## src/rtl/relm_div_pkg.sv

```systemverilog
// Shared types and helpers for the ReLM sequential divider.
package relm_div_pkg;

  typedef enum logic [2:0] {
    IDLE,
    PREP,
    ITER,
    FIX,
    DONE
  } div_state_e;

  function automatic int unsigned calc_nit(input int unsigned wd, input int unsigned step);
    return (wd + step - 1) / step;
  endfunction

  // Divide-by-zero quotient is all ones; slice the low WD bits.
  localparam int unsigned                DBZ_MAXW = 128;
  localparam logic [DBZ_MAXW-1:0]        DBZ_QUOT = '1;

endpackage

```

## src/rtl/relm_div_step.sv

```systemverilog
// One iteration of the divider: STEP chained restoring compare/subtract stages.
module relm_div_step
  import relm_div_pkg::*;
#(
  parameter int unsigned WD   = 32,
  parameter int unsigned STEP = 3
) (
  input  logic [WD-1:0]   rem_i,
  input  logic [STEP-1:0] bits_i,
  input  logic [WD-1:0]   dmag_i,
  output logic [WD-1:0]   rem_o,
  output logic [STEP-1:0] q_o
);

  logic [WD:0]   trial;
  logic [WD:0]   diff;
  logic [WD-1:0] r;

  // Partial remainder is always below |d|, so the shifted trial fits WD+1 bits
  // and the borrow bit of the WD+1-bit difference decides the quotient bit.
  always_comb begin
    r     = rem_i;
    q_o   = '0;
    trial = '0;
    diff  = '0;
    for (int unsigned k = 0; k < STEP; k++) begin
      trial              = {r, bits_i[STEP-1-k]};
      diff               = trial - {1'b0, dmag_i};
      q_o[STEP-1-k]      = ~diff[WD];
      r                  = diff[WD] ? trial[WD-1:0] : diff[WD-1:0];
    end
    rem_o = r;
  end

endmodule

```

## src/rtl/relm_div_seq.sv

```systemverilog
// Multi-cycle signed/unsigned integer divider with valid/ready on both sides.
module relm_div_seq
  import relm_div_pkg::*;
#(
  parameter int unsigned WD   = 32,
  parameter int unsigned STEP = 3,
  parameter int unsigned NIT  = calc_nit(WD, STEP)
) (
  input  logic          clk,
  input  logic          rst_n,
  input  logic          in_valid,
  output logic          in_ready,
  input  logic          signed_in,
  input  logic [WD-1:0] n_in,
  input  logic [WD-1:0] d_in,
  output logic          out_valid,
  input  logic          out_ready,
  output logic [WD-1:0] q_out,
  output logic [WD-1:0] r_out,
  output logic          dbz_out
);

  localparam int unsigned XW = NIT * STEP;
  localparam int unsigned CW = (NIT > 1) ? $clog2(NIT) : 1;

  div_state_e    state_q, state_d;
  logic [CW-1:0] cnt_q, cnt_d;
  logic [XW-1:0] nsh_q, nsh_d;
  logic [WD-1:0] rem_q, rem_d;
  logic [WD-1:0] quo_q, quo_d;
  logic [WD-1:0] dmag_q, dmag_d;
  logic [WD-1:0] n_q, n_d;
  logic [WD-1:0] d_q, d_d;
  logic          sgn_q, sgn_d;
  logic          sn_q, sn_d;
  logic          sd_q, sd_d;
  logic [WD-1:0] q_out_q, q_out_d;
  logic [WD-1:0] r_out_q, r_out_d;
  logic          dbz_q, dbz_d;

  logic          sn_w, sd_w;
  logic [WD-1:0] nmag_w;
  logic [WD-1:0] step_rem;
  logic [STEP-1:0] step_q;

  assign sn_w   = sgn_q & n_q[WD-1];
  assign sd_w   = sgn_q & d_q[WD-1];
  assign nmag_w = sn_w ? -n_q : n_q;

  relm_div_step #(
    .WD   (WD),
    .STEP (STEP)
  ) u_step (
    .rem_i  (rem_q),
    .bits_i (nsh_q[XW-1 -: STEP]),
    .dmag_i (dmag_q),
    .rem_o  (step_rem),
    .q_o    (step_q)
  );

  always_comb begin
    state_d = state_q;
    cnt_d   = cnt_q;
    nsh_d   = nsh_q;
    rem_d   = rem_q;
    quo_d   = quo_q;
    dmag_d  = dmag_q;
    n_d     = n_q;
    d_d     = d_q;
    sgn_d   = sgn_q;
    sn_d    = sn_q;
    sd_d    = sd_q;
    q_out_d = q_out_q;
    r_out_d = r_out_q;
    dbz_d   = dbz_q;

    unique case (state_q)
      IDLE: begin
        if (in_valid) begin
          n_d     = n_in;
          d_d     = d_in;
          sgn_d   = signed_in;
          state_d = PREP;
        end
      end
      PREP: begin
        sn_d   = sn_w;
        sd_d   = sd_w;
        dmag_d = sd_w ? -d_q : d_q;
        nsh_d  = XW'(nmag_w);
        rem_d  = '0;
        quo_d  = '0;
        cnt_d  = CW'(NIT - 1);
        // Divide-by-zero skips the iterations but still passes through FIX,
        // which is where all result registers are loaded.
        state_d = (d_q == '0) ? FIX : ITER;
      end
      ITER: begin
        rem_d = step_rem;
        nsh_d = nsh_q << STEP;
        quo_d = {quo_q[WD-STEP-1:0], step_q};
        cnt_d = cnt_q - 1'b1;
        if (cnt_q == '0) state_d = FIX;
      end
      FIX: begin
        if (dmag_q == '0) begin
          q_out_d = DBZ_QUOT[WD-1:0];
          r_out_d = n_q;
          dbz_d   = 1'b1;
        end else begin
          q_out_d = (sn_q ^ sd_q) ? -quo_q : quo_q;
          r_out_d = sn_q ? -rem_q : rem_q;
          dbz_d   = 1'b0;
        end
        state_d = DONE;
      end
      DONE: begin
        if (out_ready) state_d = IDLE;
      end
      default: state_d = IDLE;
    endcase
  end

  always_ff @(posedge clk) begin
    if (!rst_n) begin
      state_q <= IDLE;
      cnt_q   <= '0;
      nsh_q   <= '0;
      rem_q   <= '0;
      quo_q   <= '0;
      dmag_q  <= '0;
      n_q     <= '0;
      d_q     <= '0;
      sgn_q   <= 1'b0;
      sn_q    <= 1'b0;
      sd_q    <= 1'b0;
      q_out_q <= '0;
      r_out_q <= '0;
      dbz_q   <= 1'b0;
    end else begin
      state_q <= state_d;
      cnt_q   <= cnt_d;
      nsh_q   <= nsh_d;
      rem_q   <= rem_d;
      quo_q   <= quo_d;
      dmag_q  <= dmag_d;
      n_q     <= n_d;
      d_q     <= d_d;
      sgn_q   <= sgn_d;
      sn_q    <= sn_d;
      sd_q    <= sd_d;
      q_out_q <= q_out_d;
      r_out_q <= r_out_d;
      dbz_q   <= dbz_d;
    end
  end

  assign in_ready  = (state_q == IDLE);
  assign out_valid = (state_q == DONE);
  assign q_out     = q_out_q;
  assign r_out     = r_out_q;
  assign dbz_out   = dbz_q;

endmodule

```

## config.mk

```make
export PLATFORM = sky130hd
export DESIGN_NAME = relm_div_seq
export DESIGN_NICKNAME = d
export VERILOG_FILES = /design/src/rtl/relm_div_pkg.sv /design/src/rtl/relm_div_step.sv /design/src/rtl/relm_div_seq.sv
export SDC_FILE = /design/constraint.sdc
export NUM_CORES = 1
export LEC_CHECK = 0
export ABC_CLOCK_PERIOD_IN_PS = 19400
export CAP_MARGIN = 5
export CELL_PAD_IN_SITES_DETAIL_PLACEMENT = 1
export CELL_PAD_IN_SITES_GLOBAL_PLACEMENT = 1
export CORE_MARGIN = 2
export CORE_UTILIZATION = 49
export CTS_BUF_LIST = sky130_fd_sc_hd__clkbuf_4 sky130_fd_sc_hd__clkbuf_8
export DETAILED_ROUTE_END_ITERATION = 16
export GPL_ROUTABILITY_DRIVEN = 0
export PLACE_DENSITY_LB_ADDON = 0.05
export SYNTH_ARGS = -nofsm -noshare
export SYNTH_HDL_FRONTEND = slang
export SYNTH_SLANG_ARGS = --single-unit
```

## constraint.sdc

```tcl
create_clock -name clk -period 19.4 [get_ports clk]
set_input_delay 3.88 -clock clk [delete_from_list [all_inputs] [get_ports clk]]
set_output_delay 3.88 -clock clk [all_outputs]
set_load 0.03 [all_outputs]
```

==> summary.md, run 1 <==
| Metric | Value |
|---|---|
| Max-Cap Viols | 0 |
| Post-synth EDFFs | 0 |
| CP endpoint kind | flip-flop |
| Hold/Removal Path Class | reg -> reg |
| Synth unique cells | 79 |
| Met2 GRT Util | 59.3% |
| Global-route track usage on met1 | 40.2% |
| Count leader, synth | nand2_1 |
| Synth area leaders | dfxtp_1 30%, a21oi_1 8.0%, ha_1 7.1% |
| Max transition margin | 11.2% |
| Period utilization | 60.0% |
| FFs w/ async S/R, synth | 0% |
| Post-Syn Area | 18,100 sq um |
| Post-Syn Instances | 2,368 |
| Post-synthesis mux area share | 3.76% |
| Antenna violations before repair | 0 |
| Tmin final | 11.65 ns |
| Syn_nets | 2,542 |
| Worst Path Arrival | 12.18 ns |
| RSZ-0062 raised after global routing | no |
| Crit path top cell by count | o21ai_0 |
| TritonCTS Buffers | 48 |
| Synth cell count leaders | 296 x nand2_1, 289 x a21oi_1, 268 x dfxtp_1, 231 x nor2_1, 157 x o21ai_0 |
| Die ar. | 38,500 sq um |
| Data required, critical path | 19.93 ns |
| Measured slew at the worst slew-check pin | 1.32 ns |
| Setup skew after layout | 0.0387 ns |
| Gr ovfl total | 0 |
| Global-route usage over all layers | 33.4% |
| # diodes | 0 |
| Final ANT Viol Nets | 0 |
| Adder-cell share of the synthesized area | 7.39% |
| DR iter-0 viols | 910 |
| Seq cells post-synth | 268 |
| Rows | 70 |
| # fillers | 4,545 |
| Post-cts resize count | 0 |
| Port Buffers | 135 |
| Synth Area in Simple Gates | 18.3% |
| Via-to-Cell Ratio | 6.22 |
| Layout cell share with drive strength beyond 1 | 6.70% |
| Yosys warnings | 0 |
| Initial Util | 49.6% |
| Gr busiest metal | met2 |
| Per-cell routed wire length | 22.3 um |
| Fmax achieved | 85.9 MHz |
| Avg Cell Area, Syn | 7.64 sq um |
| Die width | 196 um |
| Yosys top cell by area | dfxtp_1 |
| Slew Viols, Final | 0 |
| Core area | 36,400 sq um |
| CTS clk-pin slew, worst paths | 0.06 ns |
| # IOs | 136 |
| Endpoints failing setup | 0 |
| Area Overhead vs Synth | 14.9% |
| Clock tree sinks | 268 |
| Slowest stage delay, CP | 0.59 ns |
| NumNets Final | 2,616 |
| Register area share after synthesis | 29.7% |
| Outcome | finished, final reports clean |
| Post-synth top flop | dfxtp_1 |
| Hold Violations, Final | 0 |
| Kind of critical path | reg -> reg |
| DRC | 0 |
| Die height | 196 um |
| Post-synth top area share | 29.7% |
| First-pass GRT wire length | 103 mm |
| Met3 Usage GRT | 5.17% |
| Clock Latency Late Sink | 0.64 ns |
| Cts hold-fix bufs | 0 |
| Critical path startpoint category | flip-flop |
| CTS tree | yes |
| DRT Pass-1 Iters | 5 |
| Largest net degree at the start of global routing | 84 |
| Largest family of logic cells by synthesized area | compound AO/OA/AOI/OAI gates |
| CTS Root Cell | clkbuf_8 |
| Setup TNS | 0 ns |
| Final HPWL DP | 49.4 mm |
| Synth Area in Compound Gates | 26.8% |
| Slowest stage cell, crit path | and2_1 |
| Htree depth | 2 |
| Crit path max fanout | 36 |
| Post-synthesis xor/xnor area fraction | 9.45% |
| Via count | 18.3k |
| Post-CTS setup buffer count | 0 |
| Drt total wl | 65.6 mm |
| CTS Buffer Depth | 3 |
| Vias in the first global route | 18.7k |
[worst paths after layout]
check	start	endpoint	slack [ns]	cells after the start
max	dmag_q[0]	rem_q[3]	7.75	38
min	r_out[3]	r_out[3]	0.46	2
max reg2reg	dmag_q[0]	rem_q[3]	7.75	38
min reg2reg	r_out[3]	r_out[3]	0.46	2
[state kept, by name, summed over array words and instances (netlist names)]
register / count
sd_q: 1
d_q: 32
quo_q: 32
r_out: 32
sgn_q: 1
dbz_out: 1
q_out: 32
cnt_q: 4
nsh_q: 33
dmag_q: 32
state_q: 3
sn_q: 1
rem_q: 32
n_q: 32
[critical path: cells and delay by family, from the launching register on]
kind                       cells  cell delay [ns]
buffers and inverters          4             1.18
adders and majority gates      4             1.52
AOI/OAI and AO/OA             20             5.74
DFF                            1             0.40
and+or+nand+nor                8             2.29
xor gates and xnor gates       1             0.17
muxes                          1             0.24
[layout by cell type, fill, tap and decap left out, drive strengths merged, types with 32 or more instances in the layout]
cell           netlist  final
nand2              296    296
a211oi              64     64
xnor2              108    108
a21o                46     46
xor2                85     85
clkdlybuf4s50        0    135
o21ai              162    162
dfxtp              268    268
mux2                32     32
mux2i               32     32
a22oi               49     49
inv                 80     82
nor2               232    232
a21oi              289    289
ha                 102    102
clkbuf             115     72
nor3                33     33
[cell families after synthesis]
| family | Yosys count |
|---|---|
| compound gates | 783 |
| xor+xnor | 193 |
| fa+ha+maj | 105 |
| buf+inv | 215 |
| flops | 268 |
| mux | 64 |
| simple gates | 740 |
[per-stage QoR]
step | std cells | setup slack [ns] | hold slack (ns) | utilization, % | instance area (sq um)
2_1_floorplan | 2368 | 10.26 | 0.436 | - | 18100
3_3_place_gp | 2859 | 8.54 | 0.447 | 54.1 | 19700
3_5_place_dp | 2859 | 8.05 | 0.449 | 54.1 | 19700
4_1_cts | 2943 | 7.96 | 0.457 | 57.0 | 20800
5_1_grt | 2944 | 7.15 | 0.474 | 57.0 | 20800
6_report | 2944 | 7.75 | 0.461 | 57.0 | 20800
[per-layer routing]
layer / routed length (um) / part of all wire [%]
met3: 3140 / 4.8
met4: 2600 / 4.0
met5: 0 / 0
met2: 32500 / 50
met1: 27400 / 42
[layout make-up]
| cell class | count | area (sq um) | share of cell area (%) |
|---|---|---|---|
| multi-input cells | 1885 | 11900 | 57.4 |
| flip-flops and latches | 268 | 5370 | 25.8 |
| repair buffers | 158 | 1520 | 7.34 |
| clock buffers | 72 | 897 | 4.32 |
| well taps | 468 | 586 | 2.82 |
| inverters | 81 | 309 | 1.49 |
| clock inverters | 12 | 164 | 0.789 |
Power of run 1 is not shown: default switching activity piles up to over one toggle a cycle in this logic, so the estimate is an artifact.
==> run 2, diff against run 1 <==
--- a/config.mk
+++ b/config.mk
@@ -5,12 +5,12 @@
 export SDC_FILE = /design/constraint.sdc
 export NUM_CORES = 1
 export LEC_CHECK = 0
-export ABC_CLOCK_PERIOD_IN_PS = 19400
+export ABC_CLOCK_PERIOD_IN_PS = 9500
 export CAP_MARGIN = 5
 export CELL_PAD_IN_SITES_DETAIL_PLACEMENT = 1
 export CELL_PAD_IN_SITES_GLOBAL_PLACEMENT = 1
 export CORE_MARGIN = 2
-export CORE_UTILIZATION = 49
+export CORE_UTILIZATION = 41
 export CTS_BUF_LIST = sky130_fd_sc_hd__clkbuf_4 sky130_fd_sc_hd__clkbuf_8
 export DETAILED_ROUTE_END_ITERATION = 16
 export GPL_ROUTABILITY_DRIVEN = 0
==> constraint.sdc (replaced) <==
create_clock -name clk -period 9.5 [get_ports clk]
set_input_delay 1.9 -clock clk [delete_from_list [all_inputs] [get_ports clk]]
set_output_delay 1.9 -clock clk [all_outputs]
set_load 0.03 [all_outputs]
==> run 2 against run 1 <==
Routed wire length rose by 2.7%. Fmax up 30%. Sequential cell count stayed put. Via count is 0.54% lower. Count of clock-buffer cells in the layout increased by 7. Register-to-register slack worse by 7.2 ns. First-iteration DRC count rose by 25%. Global-route usage fell by 4.8 points. Die area up 19%. Design area up 4.0%. Clock skew hardly changed.
==> summary.md, run 2 (synthesis gave the netlist of run 1 again) <==
| Metric | Value |
|---|---|
| CP endpoint kind | flip-flop |
| Data required, critical path | 9.97 ns (-9.96 ns) |
| Slew Viols, Final | 0 (unchanged) |
| Multi-input gate area | 12,000 sq um (+0.33%) |
| Sequential Area | 5370 sq um (unchanged) |
| # fillers | 5,356 (+18%) |
| Fmax achieved | 112 MHz (+30%) |
| Crit path max fanout | 7 (-81%) |
| CTS Buffer Depth | 3 (unchanged) |
| DRC | 0 (unchanged) |
| DRT Pass-1 Iters | 5 (unchanged) |
| FF-to-FF Start | dmag_q[9] |
| Post-Place Cells | 3,060 (+7.0%) |
| Final HPWL DP | 51.8 mm (+4.9%) |
| Gr ovfl total | 0 (unchanged) |
| Clock tree sinks | 268 (unchanged) |
| Die height | 214 um (+9.1%) |
| Via count | 18.2k (-0.54%) |
| Hold Violations, Final | 0 (unchanged) |
| Crit. Startpoint | dmag_q[9] |
| Die ar. | 45,800 sq um (+19%) |
| Max-Cap Viols | 0 (unchanged) |
| Vias in the first global route | 18.4k (-1.5%) |
| TritonCTS Buffers | 47 (-2.1%) |
| Endpoints failing setup | 0 (unchanged) |
| Port Buffers | 135 (unchanged) |
| # diodes | 0 (unchanged) |
| Worst Path Arrival | 9.43 ns (-2.75 ns) |
| Hold/Removal Path Class | reg -> reg |
| Die width | 214 um (+9.1%) |
| Largest net degree at the start of global routing | 125 (+49%) |
| Drt total wl | 67.4 mm (+2.7%) |
| Critical path startpoint category | flip-flop |
| CTS clk-pin slew, worst paths | 0.07 ns (about the same) |
| Htree depth | 2 (unchanged) |
| Top reg by flops | nsh_q |
| Kind of critical path | reg -> reg |
| Global-route usage over all layers | 28.7% (-4.8 points) |
| CTS tree | yes |
| Commonest non-fill, non-tap cell in the layout | nand2_1 |
| First-pass GRT wire length | 105 mm (+2.5%) |
| CTS Root Cell | clkbuf_8 |
| Measured slew at the worst slew-check pin | 1.24 ns (-0.0804 ns) |
| Initial Util | 41.8% (-7.8 points) |
| Final ANT Viol Nets | 0 (unchanged) |
| Utilization after layout | 49.9% (-7.1 points) |
| Final std cells w/o fill | 3,145 (+6.8%) |
| Via-to-Cell Ratio | 5.79 (-6.9%) |
| Max reg flops | 33 (unchanged) |
| Slowest stage delay, CP | 0.51 ns (-0.08 ns) |
| Tmin final | 8.96 ns (-2.69 ns) |
| Setup skew after layout | 0.0385 ns (-0.000214 ns) |
| Antenna violations before repair | 0 (unchanged) |
| Period utilization | 94.3% (+34 points) |
| DR iter-0 viols | 1,133 (+25%) |
| Per-cell routed wire length | 21.4 um (-3.9%) |
| Clock Latency Late Sink | 0.63 ns (about the same) |
| Cts hold-fix bufs | 0 (unchanged) |
| Max transition margin | 16.8% (+5.6 points) |
| Core area | 43,300 sq um (+19%) |
| Layout cell share with drive strength beyond 1 | 10.0% (+3.3 points) |
| # IOs | 136 (unchanged) |
| Commonest cells after routing, fill and taps aside | 295 x nand2_1, 288 x a21oi_1, 268 x dfxtp_1, 229 x nor2_1, 156 x o21ai_0 |
| Slowest stage cell, crit path | o22ai_1 |
| Hold wc startpoint | r_out[6] |
| NumNets Final | 2,701 (+3.2%) |
| Rows | 76 (+8.6%) |
| Area Overhead vs Synth | 19.5% |
| Outcome | finished, final reports clean |
## run 2: final timing paths
check             slack, ns  cells past startpoint   endpoint
hold / removal         0.47                      2   r_out[6]
setup reg to reg       0.54                     36  rem_q[23]
hold reg to reg        0.47                      2   r_out[6]
setup / recovery       0.54                     36  rem_q[23]
## run 2: through the flow
step	TNS [ns]	hold WS (ns)	area, sq um	setup WS (ns)
final	0	0.467	21600	0.544
after global routing	-0.00857	0.514	21600	-0.00857
after CTS	0	0.471	21600	0.0610
after detailed placement	-2.06	0.464	20500	-0.133
after global placement	0	0.453	20500	0.204
after floorplan	0	0.436	18100	0.362
## run 2: final cells by class
type,instances,share of cell area (%)
clock inverters,3,0.0985
multi-input cells,1885,55.4
repair buffers,244,10.3
clock buffers,79,4.54
well taps,585,3.39
inverters,81,1.43
flip-flops and latches,268,24.8
## run 2: metal layers
metal / GRT usage (%) / share of wire, % / up-vias
met1: 37.6 / 46 / 8888
met2: 48.4 / 47 / 404
met5: 0 / 0 / -
met4: 9.88 / 3.1 / 0
met3: 3.62 / 4.0 / 128
li1: - / - / 8794
## run 2: what timing repair did
item,CTS,global route
resized for setup,1,8
buffers inserted,2,1
hold endpoints to repair,0,0
endpoints found under the setup margin,32,33
pin swaps,1,0
cloned,0,0
## run 2: worst max-delay path, delay by kind of cell, from the launching register on
family,cells,cell delay [ns]
AO/OA/AOI/OAI,17,3.94
XOR/XNOR,1,0.16
adder cells (fa/ha/maj),3,0.90
buffers and inverters,5,0.86
flip-flops,1,0.39
multiplexers,3,0.71
AND/OR/NAND/NOR,7,1.83
Power of run 2 is left out for the same reason.
==> run 3, diff against run 2 <==
--- a/config.mk
+++ b/config.mk
@@ -7,10 +7,8 @@
 export LEC_CHECK = 0
 export ABC_CLOCK_PERIOD_IN_PS = 9500
 export CAP_MARGIN = 5
-export CELL_PAD_IN_SITES_DETAIL_PLACEMENT = 1
-export CELL_PAD_IN_SITES_GLOBAL_PLACEMENT = 1
 export CORE_MARGIN = 2
-export CORE_UTILIZATION = 41
+export CORE_UTILIZATION = 50
 export CTS_BUF_LIST = sky130_fd_sc_hd__clkbuf_4 sky130_fd_sc_hd__clkbuf_8
 export DETAILED_ROUTE_END_ITERATION = 16
 export GPL_ROUTABILITY_DRIVEN = 0
==> run 3 against run 2 <==
Register-to-register slack lost 0.03 ns. Sequential cell count is the same. Fmax shrank 0.29%. Global-route usage grew 1.3 points. Critical endpoint is now rem_q[3]. Largest cell class unchanged.
==> summary.md, run 3 (synthesis gave the netlist of run 1 again) <==
| Metric | Value |
|---|---|
| Hold/Removal Path Class | reg -> reg |
| Data required, critical path | 10.00 ns (+0.03 ns) |
| Fmax achieved | 111 MHz (-0.29%) |
| CTS Root Cell | clkbuf_8 |
| Max transition margin | 24.5% (+7.7 points) |
| # diodes | 0 (unchanged) |
| CTS clk-pin slew, worst paths | 0.07 ns (about the same) |
| Global-route usage over all layers | 29.9% (+1.3 points) |
| CP endpoint kind | flip-flop |
| Area Overhead vs Synth | 17.1% |
| Die height | 194 um (-9.3%) |
| Max reg flops | 33 (unchanged) |
| Antenna violations before repair | 2 (+2) |
| Endpoints failing setup | 0 (unchanged) |
| Max-Cap Viols | 0 (unchanged) |
| Clock Latency Late Sink | 0.64 ns (about the same) |
| Slowest stage cell, crit path | dfxtp_1 |
| Htree depth | 2 (unchanged) |
| FF-to-FF Start | dmag_q[0] |
| DR iter-0 viols | 1,384 (+22%) |
| Cts hold-fix bufs | 0 (unchanged) |
| Outcome | finished, final reports clean |
| Vias in the first global route | 16.5k (-10%) |
| Port Buffers | 135 (unchanged) |
| DRT Pass-1 Iters | 5 (unchanged) |
| Hold wc startpoint | r_out[6] |
| Per-cell routed wire length | 19.8 um (-7.7%) |
| Setup skew after layout | 0.0436 ns (+0.00510 ns) |
| Largest net degree at the start of global routing | 115 (-8.0%) |
| Period utilization | 94.5% (+0.28 points) |
| Slew Viols, Final | 0 (unchanged) |
| Slowest stage delay, CP | 0.42 ns (-0.09 ns) |
| Tmin final | 8.98 ns (+0.0262 ns) |
| Hold Crit Endpoint | r_out[6] |
| Die ar. | 37,700 sq um (-18%) |
| Via count | 17.9k (-1.6%) |
| Top reg by flops | nsh_q |
| CTS Buffer Depth | 3 (unchanged) |
| Die width | 194 um (-9.3%) |
| Setup TNS | 0 ns (unchanged) |
| Crit path max fanout | 15 (+8) |
| Gr ovfl total | 0 (unchanged) |
| Critical path startpoint category | flip-flop |
| Post-cts resize count | 0 (-1) |
| Commonest cells after routing, fill and taps aside | 295 x nand2_1, 287 x a21oi_1, 268 x dfxtp_1, 229 x nor2_1, 156 x o21ai_0 |
| Drt total wl | 58.9 mm (-13%) |
| Hold Violations, Final | 0 (unchanged) |
| Rows | 69 (-9.2%) |
| Final ANT Viol Nets | 0 (unchanged) |
| # IOs | 136 (unchanged) |
| R2R Path End | rem_q[3] |
| Reg2reg path depth | 38 (+5.6%) |
| Clock tree sinks | 268 (unchanged) |
| NumNets Final | 2,651 (-1.9%) |
| Via-to-Cell Ratio | 6.02 (+3.9%) |
| DRC | 0 (unchanged) |
| Kind of critical path | reg -> reg |
| Layout cell share with drive strength beyond 1 | 8.86% (-1.1 points) |
| RSZ-0062 raised after global routing | no |
| Crit path top cell by count | ha_1 |
| Worst Hold Depth | 2 (unchanged) |
| Final HPWL DP | 44.1 mm (-15%) |
| Measured slew at the worst slew-check pin | 1.13 ns (-0.111 ns) |
| Reg2reg setup slack | 0.52 ns (-0.03 ns) |
| Worst Path Arrival | 9.48 ns (+0.05 ns) |
| TritonCTS Buffers | 48 (+2.1%) |
| Commonest non-fill, non-tap cell in the layout | nand2_1 |
| Core area | 35,600 sq um (-18%) |
| First-pass GRT wire length | 91.1 mm (-13%) |
| Initial Util | 50.8% (+9.0 points) |
| CTS tree | yes |
| Post-CTS setup buffer count | 0 (-2) |
==> run 3: cell count changes in the layout (fill, tap and decap cells not counted), moves of 2 or more <==
cell / before / now
clkbuf_4: 17 / 12
clkinv_2: 2 / 10
a31oi_2: 0 / 3
clkbuf_8: 62 / 64
buf_12: 5 / 1
a31oi_1: 21 / 18
nor3_1: 31 / 29
buf_4: 103 / 54
nor3_2: 2 / 4
==> run 3: critical path, delay by kind of cell, from the launching register on <==
family,cells,cell delay [ns]
compound gates,17,3.76
flops,1,0.42
simple gates,8,1.33
xor+xnor,1,0.18
mux,3,0.95
fa+ha+maj,4,1.33
buf+inv,5,0.85
==> run 3: worst max-delay path by stage <==
stage,from,endpoint,slack (ns)
2_1_floorplan,dmag_q[0],rem_q[25],0.36
3_3_place_gp,dmag_q[0],rem_q[3],0.40
3_5_place_dp,dmag_q[0],rem_q[3],0.21
4_1_cts,dmag_q[1],rem_q[3],0.13
5_1_grt,nsh_q[32],rem_q[3],0.009
6_report,dmag_q[0],rem_q[3],0.52
==> run 3: per-layer routing <==
metal / share of wire, % / vias up / track usage [%]
met4: 4.1 / 2 / 12.6
met2: 46 / 668 / 49.6
met5: 0.022 / - / 0
met3: 6.4 / 157 / 5.76
li1: - / 8716 / -
met1: 43 / 8371 / 38.1
==> run 3: per-stage QoR <==
step	std cells	utilization (%)	setup slack [ns]	hold slack (ns)	cell area [sq um]
4_1_cts	2977	59.2	0.132	0.457	21000
3_3_place_gp	2887	56.1	0.403	0.446	20000
5_1_grt	2978	59.5	0.00922	0.488	21200
6_report	2978	59.5	0.518	0.455	21200
3_5_place_dp	2887	56.1	0.211	0.449	20000
2_1_floorplan	2368	-	0.362	0.436	18100
==> run 3: area by class of cell <==
cell class,instances,area [sq um]
Clock buffer,76,971
Clock inverter,14,113
Tap cell,461,577
Fill cell,3411,14400
Multi-Input combinational cell,1885,12000
Sequential cell,268,5370
Timing Repair Buffer,193,1820
Inverter,81,309
Power of run 3 is left out for the same reason.
==> RTL change 1 (settings of run 2) <==
Re-encode `div_state_e` (5 states) as one-hot, 5 bits wide.
--- a/src/rtl/relm_div_pkg.sv
+++ b/src/rtl/relm_div_pkg.sv
@@ -1,12 +1,12 @@
 // Shared types and helpers for the ReLM sequential divider.
 package relm_div_pkg;
 
-  typedef enum logic [2:0] {
-    IDLE,
-    PREP,
-    ITER,
-    FIX,
-    DONE
+  typedef enum logic [4:0] {
+    IDLE = 5'b00001,
+    PREP = 5'b00010,
+    ITER = 5'b00100,
+    FIX  = 5'b01000,
+    DONE = 5'b10000
   } div_state_e;
 
   function automatic int unsigned calc_nit(input int unsigned wd, input int unsigned step);
Formal check against the unedited RTL: no difference found for any inputs over 10 cycles, from zero or initial values and one cycle with rst_n low; not proved beyond that.
==> RTL change 1 against run 2 <==
  * Area after synthesis rose by 1.9%
  * Non-clock buffer count fell by 42
  * First-iteration DRC count rose by 7.1%
  * Design area barely moved
  * Count of clock-buffer cells in the layout fell by 2
  * Utilization fell by 1.2 points
  * Worst setup slack got worse by 0.14 ns
  * Sequential share of layout area rose by 0.17 points
  * Sequential cell count rose by 2
  * Global-route usage rose by 0.16 points
  * Routed wire length rose by 2.5%
  * Critical path type unchanged
  * Largest cell class unchanged
Power is left out: the tool's default activity adds up to more than one toggle a clock period on the data nets, which glitch-free logic cannot reach.
==> RTL change 1: results <==
group,metric,value,unit
outcome,status,"finished clean",
global_routing,grt_pass1_wl,107000,um
final_layout,multi_input_area_share,56.8,%
final_layout,multi_input_gates,1935,
min_path,hold_end,"nsh_q[3]$_SDFFE_PN0P_",
drt,wl_met3,3950,um
timing,finClkSkew,0.0364,ns
global_routing,antenna_found_initial,1,
critical_path,critPathMaxFanout,52,
drt,wl_per_cell,21.8,um
synth,synth-compound-area-share,28.1,%
global_routing,grt_pass1_vias,18900,
final_layout,drive_gt1_share,9.08,%
drt,met1_length,31400,um
final_layout,buf_share,8.69,%
final_layout,inv_count,84,
critical_path,crit_start,"dmag_q[0]$_SDFFE_PN0P_",
drt,vias_per_cell,5.93,
global_routing,grtUsageMet3,4.30,%
drt,wl_met2,32000,um
drt,drtIter0Drc,1213,
min_path,min_from,"nsh_q[0]$_SDFFE_PN0P_",
final_layout,nClkBuffers,77,
synth,synth_common_cells,"nand2_1, a21oi_1, dfxtp_1",
synth,avgSynthCellArea,7.61,um^2
global_routing,track_usage,28.8,%
synth,ys_top_cells_by_area,"dfxtp_1, a21oi_1, ha_1",
synth,synth_mux_area_share,1.77,%
final_layout,antennaDiodeCount,1,
final_layout,fillerInstances,5512,
synth,synth_xor_area_share,9.37,%
final_layout,seq_area,5410,um^2
critical_path,rrSetupSlack,0.41,ns
cts,cts_buffers,50,
synth,yosysUniqueCellTypes,94,
critical_path,worstPathArrival,9.60,ns
synth,synthesis.nets,2595,
final_layout,seq_cell_count,270,
## RTL change 1: cell count changes in the layout (fill, tap and decap cells not counted), sizes merged, moves of 12 or more
cell,change
buf,-42
o211ai,+21
nand4,+17
nor3,+15
nor2,-13
a221oi,-12
a21oi,+16
mux2i,-26
nand2,+36
o21ai,-37
a22oi,+16
## RTL change 1: per-stage QoR
step	hold slack, ns	instance area, um^2	util, %	setup WS, ns
final	0.447	21600	48.8	0.409
after global routing	0.478	21600	48.8	0.0571
after CTS	0.450	21600	48.6	0.0667
after detailed placement	0.447	20600	46.4	0.140
after global placement	0.441	20600	46.4	0.441
after floorplan	0.432	18400	-	1.23
## RTL change 1: what timing repair did
action,in CTS,in global routing
hold buffers,0,0
hold endpoints to repair,0,0
resized for setup,0,10
setup endpoints to repair,0,33
setup buffers,0,1
## RTL change 1: tightest hold or removal path, stage by stage, from the launching register on
cell	delay, ns
dfxtp_1	0.31
nand2_1	0.05
a21oi_1	0.05
==> RTL change 2 (config.mk and constraints of run 2) <==
Made on the original files. `STEP` is set to 3 in 2 places; all go to 5.
--- a/src/rtl/relm_div_step.sv
+++ b/src/rtl/relm_div_step.sv
@@ -3,7 +3,7 @@
   import relm_div_pkg::*;
 #(
   parameter int unsigned WD   = 32,
-  parameter int unsigned STEP = 3
+  parameter int unsigned STEP = 5
 ) (
   input  logic [WD-1:0]   rem_i,
   input  logic [STEP-1:0] bits_i,
--- a/src/rtl/relm_div_seq.sv
+++ b/src/rtl/relm_div_seq.sv
@@ -3,7 +3,7 @@
   import relm_div_pkg::*;
 #(
   parameter int unsigned WD   = 32,
-  parameter int unsigned STEP = 3,
+  parameter int unsigned STEP = 5,
   parameter int unsigned NIT  = calc_nit(WD, STEP)
 ) (
   input  logic          clk,
Formal check against the unedited RTL: no difference found for any inputs over 10 cycles, from zero or initial values and one cycle with rst_n low; that may be too few to reach the edited logic, so the function may still have changed.
==> RTL change 2 against run 2 <==
  * The run now ends with setup timing left
  * Cell count increased by 42%
  * Area after synthesis up 20%
  * Synthesized cell count rose by 23%
  * Routed wire length up 58%
  * Worst setup slack got worse by 5.8 ns
  * Design area up 47%
  * Sequential cell count rose by 1
Power is not shown: default switching activity piles up to over one toggle a cycle in this logic, so the estimate is an artifact.
==> RTL change 2: results <==
group,metric,value,unit
synth,yosysUniqueCellTypes,76,
critical_path,reg2reg_depth,75,
drt,drtIter0Drc,1802,
synth,yosys_most_used_dff,"dfxtp_1",
global_routing,antenna_found_initial,1,
timing,tightest_slew,1.25,ns
cts,clock_path_buffers,3,
global_routing,use_met2,61.6,%
synth,synthesis.nets,3150,
cts,insertion_delay,0.61,ns
placed_design,dp_cells,4280,
timing,finClkSkew,0.0483,ns
cts,htreeDepth,2,
drt,wl_met3,6280,um
drt,dr.pass1.iters,6,
drt,drt-total-wl,107000,um
final_layout,regMostFlops,"nsh_q",
global_routing,grt_pass1_wl,151000,um
synth,ys_top_cells_by_area,"dfxtp_1, ha_1, a21oi_1",
drt,met1_length,42000,um
critical_path,critPathCapture,"rem_q[0]$_SDFFE_PN0P_",
drt,dr_total_vias,27000,
min_path,min_from,"r_out[1]$_SDFFE_PN0P_",
placed_design,io_buffers,135,
min_path,worst_hold_path_type,"reg -> reg",
synth,synth_common_cells,"nand2_1, a21oi_1, nor2_1",
synth,netlist_instances,2910,
cts,cts_buffers,43,
synth,seq_area_frac_synth,24.8,%
critical_path,cp_slowest_stage_delay,0.48,ns
final_layout,nets,3974,
outcome,violations,"setup timing",
drt,wl_met2,51000,um
global_routing,met1_usage,42.3,%
timing,finalSetupViolations,34,
cts,cts.clk_slew.worst_paths,0.07,ns
min_path,whs_path_depth,2,
timing,tns,-170.67,ns
critical_path,crit_path_top_delay_cell,"dfxtp_1",
outcome,status,"finished, violations left",
critical_path,critPathMaxFanout,7,
final_layout,drive_gt1_share,29.4,%
placed_design,place_ws,-5.35,ns
placed_design,dpl_cell_area,29100,um^2
final_layout,largest_reg_flops,35,
global_routing,grtUsageMet3,3.93,%
global_routing,grt_max_degree,134,
global_routing,track_usage,34.8,%
min_path,hold_end,"r_out[1]$_SDFFE_PN0P_",
timing,setup_slack,-5.21,ns
critical_path,r2r-start,"rem_q[4]$_SDFFE_PN0P_",
placed_design,hpwl,73500,um
timing,hold_slack,0.491,ns
drt,vias_per_cell,6.06,
-- RTL change 2: layout make-up --
cell class / instances / area, um^2
well taps: 688 / 861
clock buffers: 68 / 830
multi-input cells: 2380 / 16600
repair buffers: 923 / 7580
diodes: 1 / 2.50
fillers: 6409 / 20600
flip-flops and latches: 269 / 5400
clock inverters: 8 / 171
inverters: 117 / 454
-- RTL change 2: logic make-up (layout without fill, tap and decap cells) --
logic type      count (synthesis)  in the layout  share of synthesized area (%)
simple gates                  916            917                           19.2
xor+xnor                      246            248                           9.96
mux                            48             48                           2.49
compound gates                995            996                           28.9
fa+ha+maj                     171            171                           10.0
flops                         269            269                           24.8
other cells                     0              1                              0
buf+inv                       265           1116                           4.69
-- RTL change 2: timing repair --
item | CTS | global route
setup endpoints to repair | 34 | 34
pin swaps | 42 | 61
resized for setup | 95 | 110
cloned | 6 | 5
buffers inserted | 54 | 37
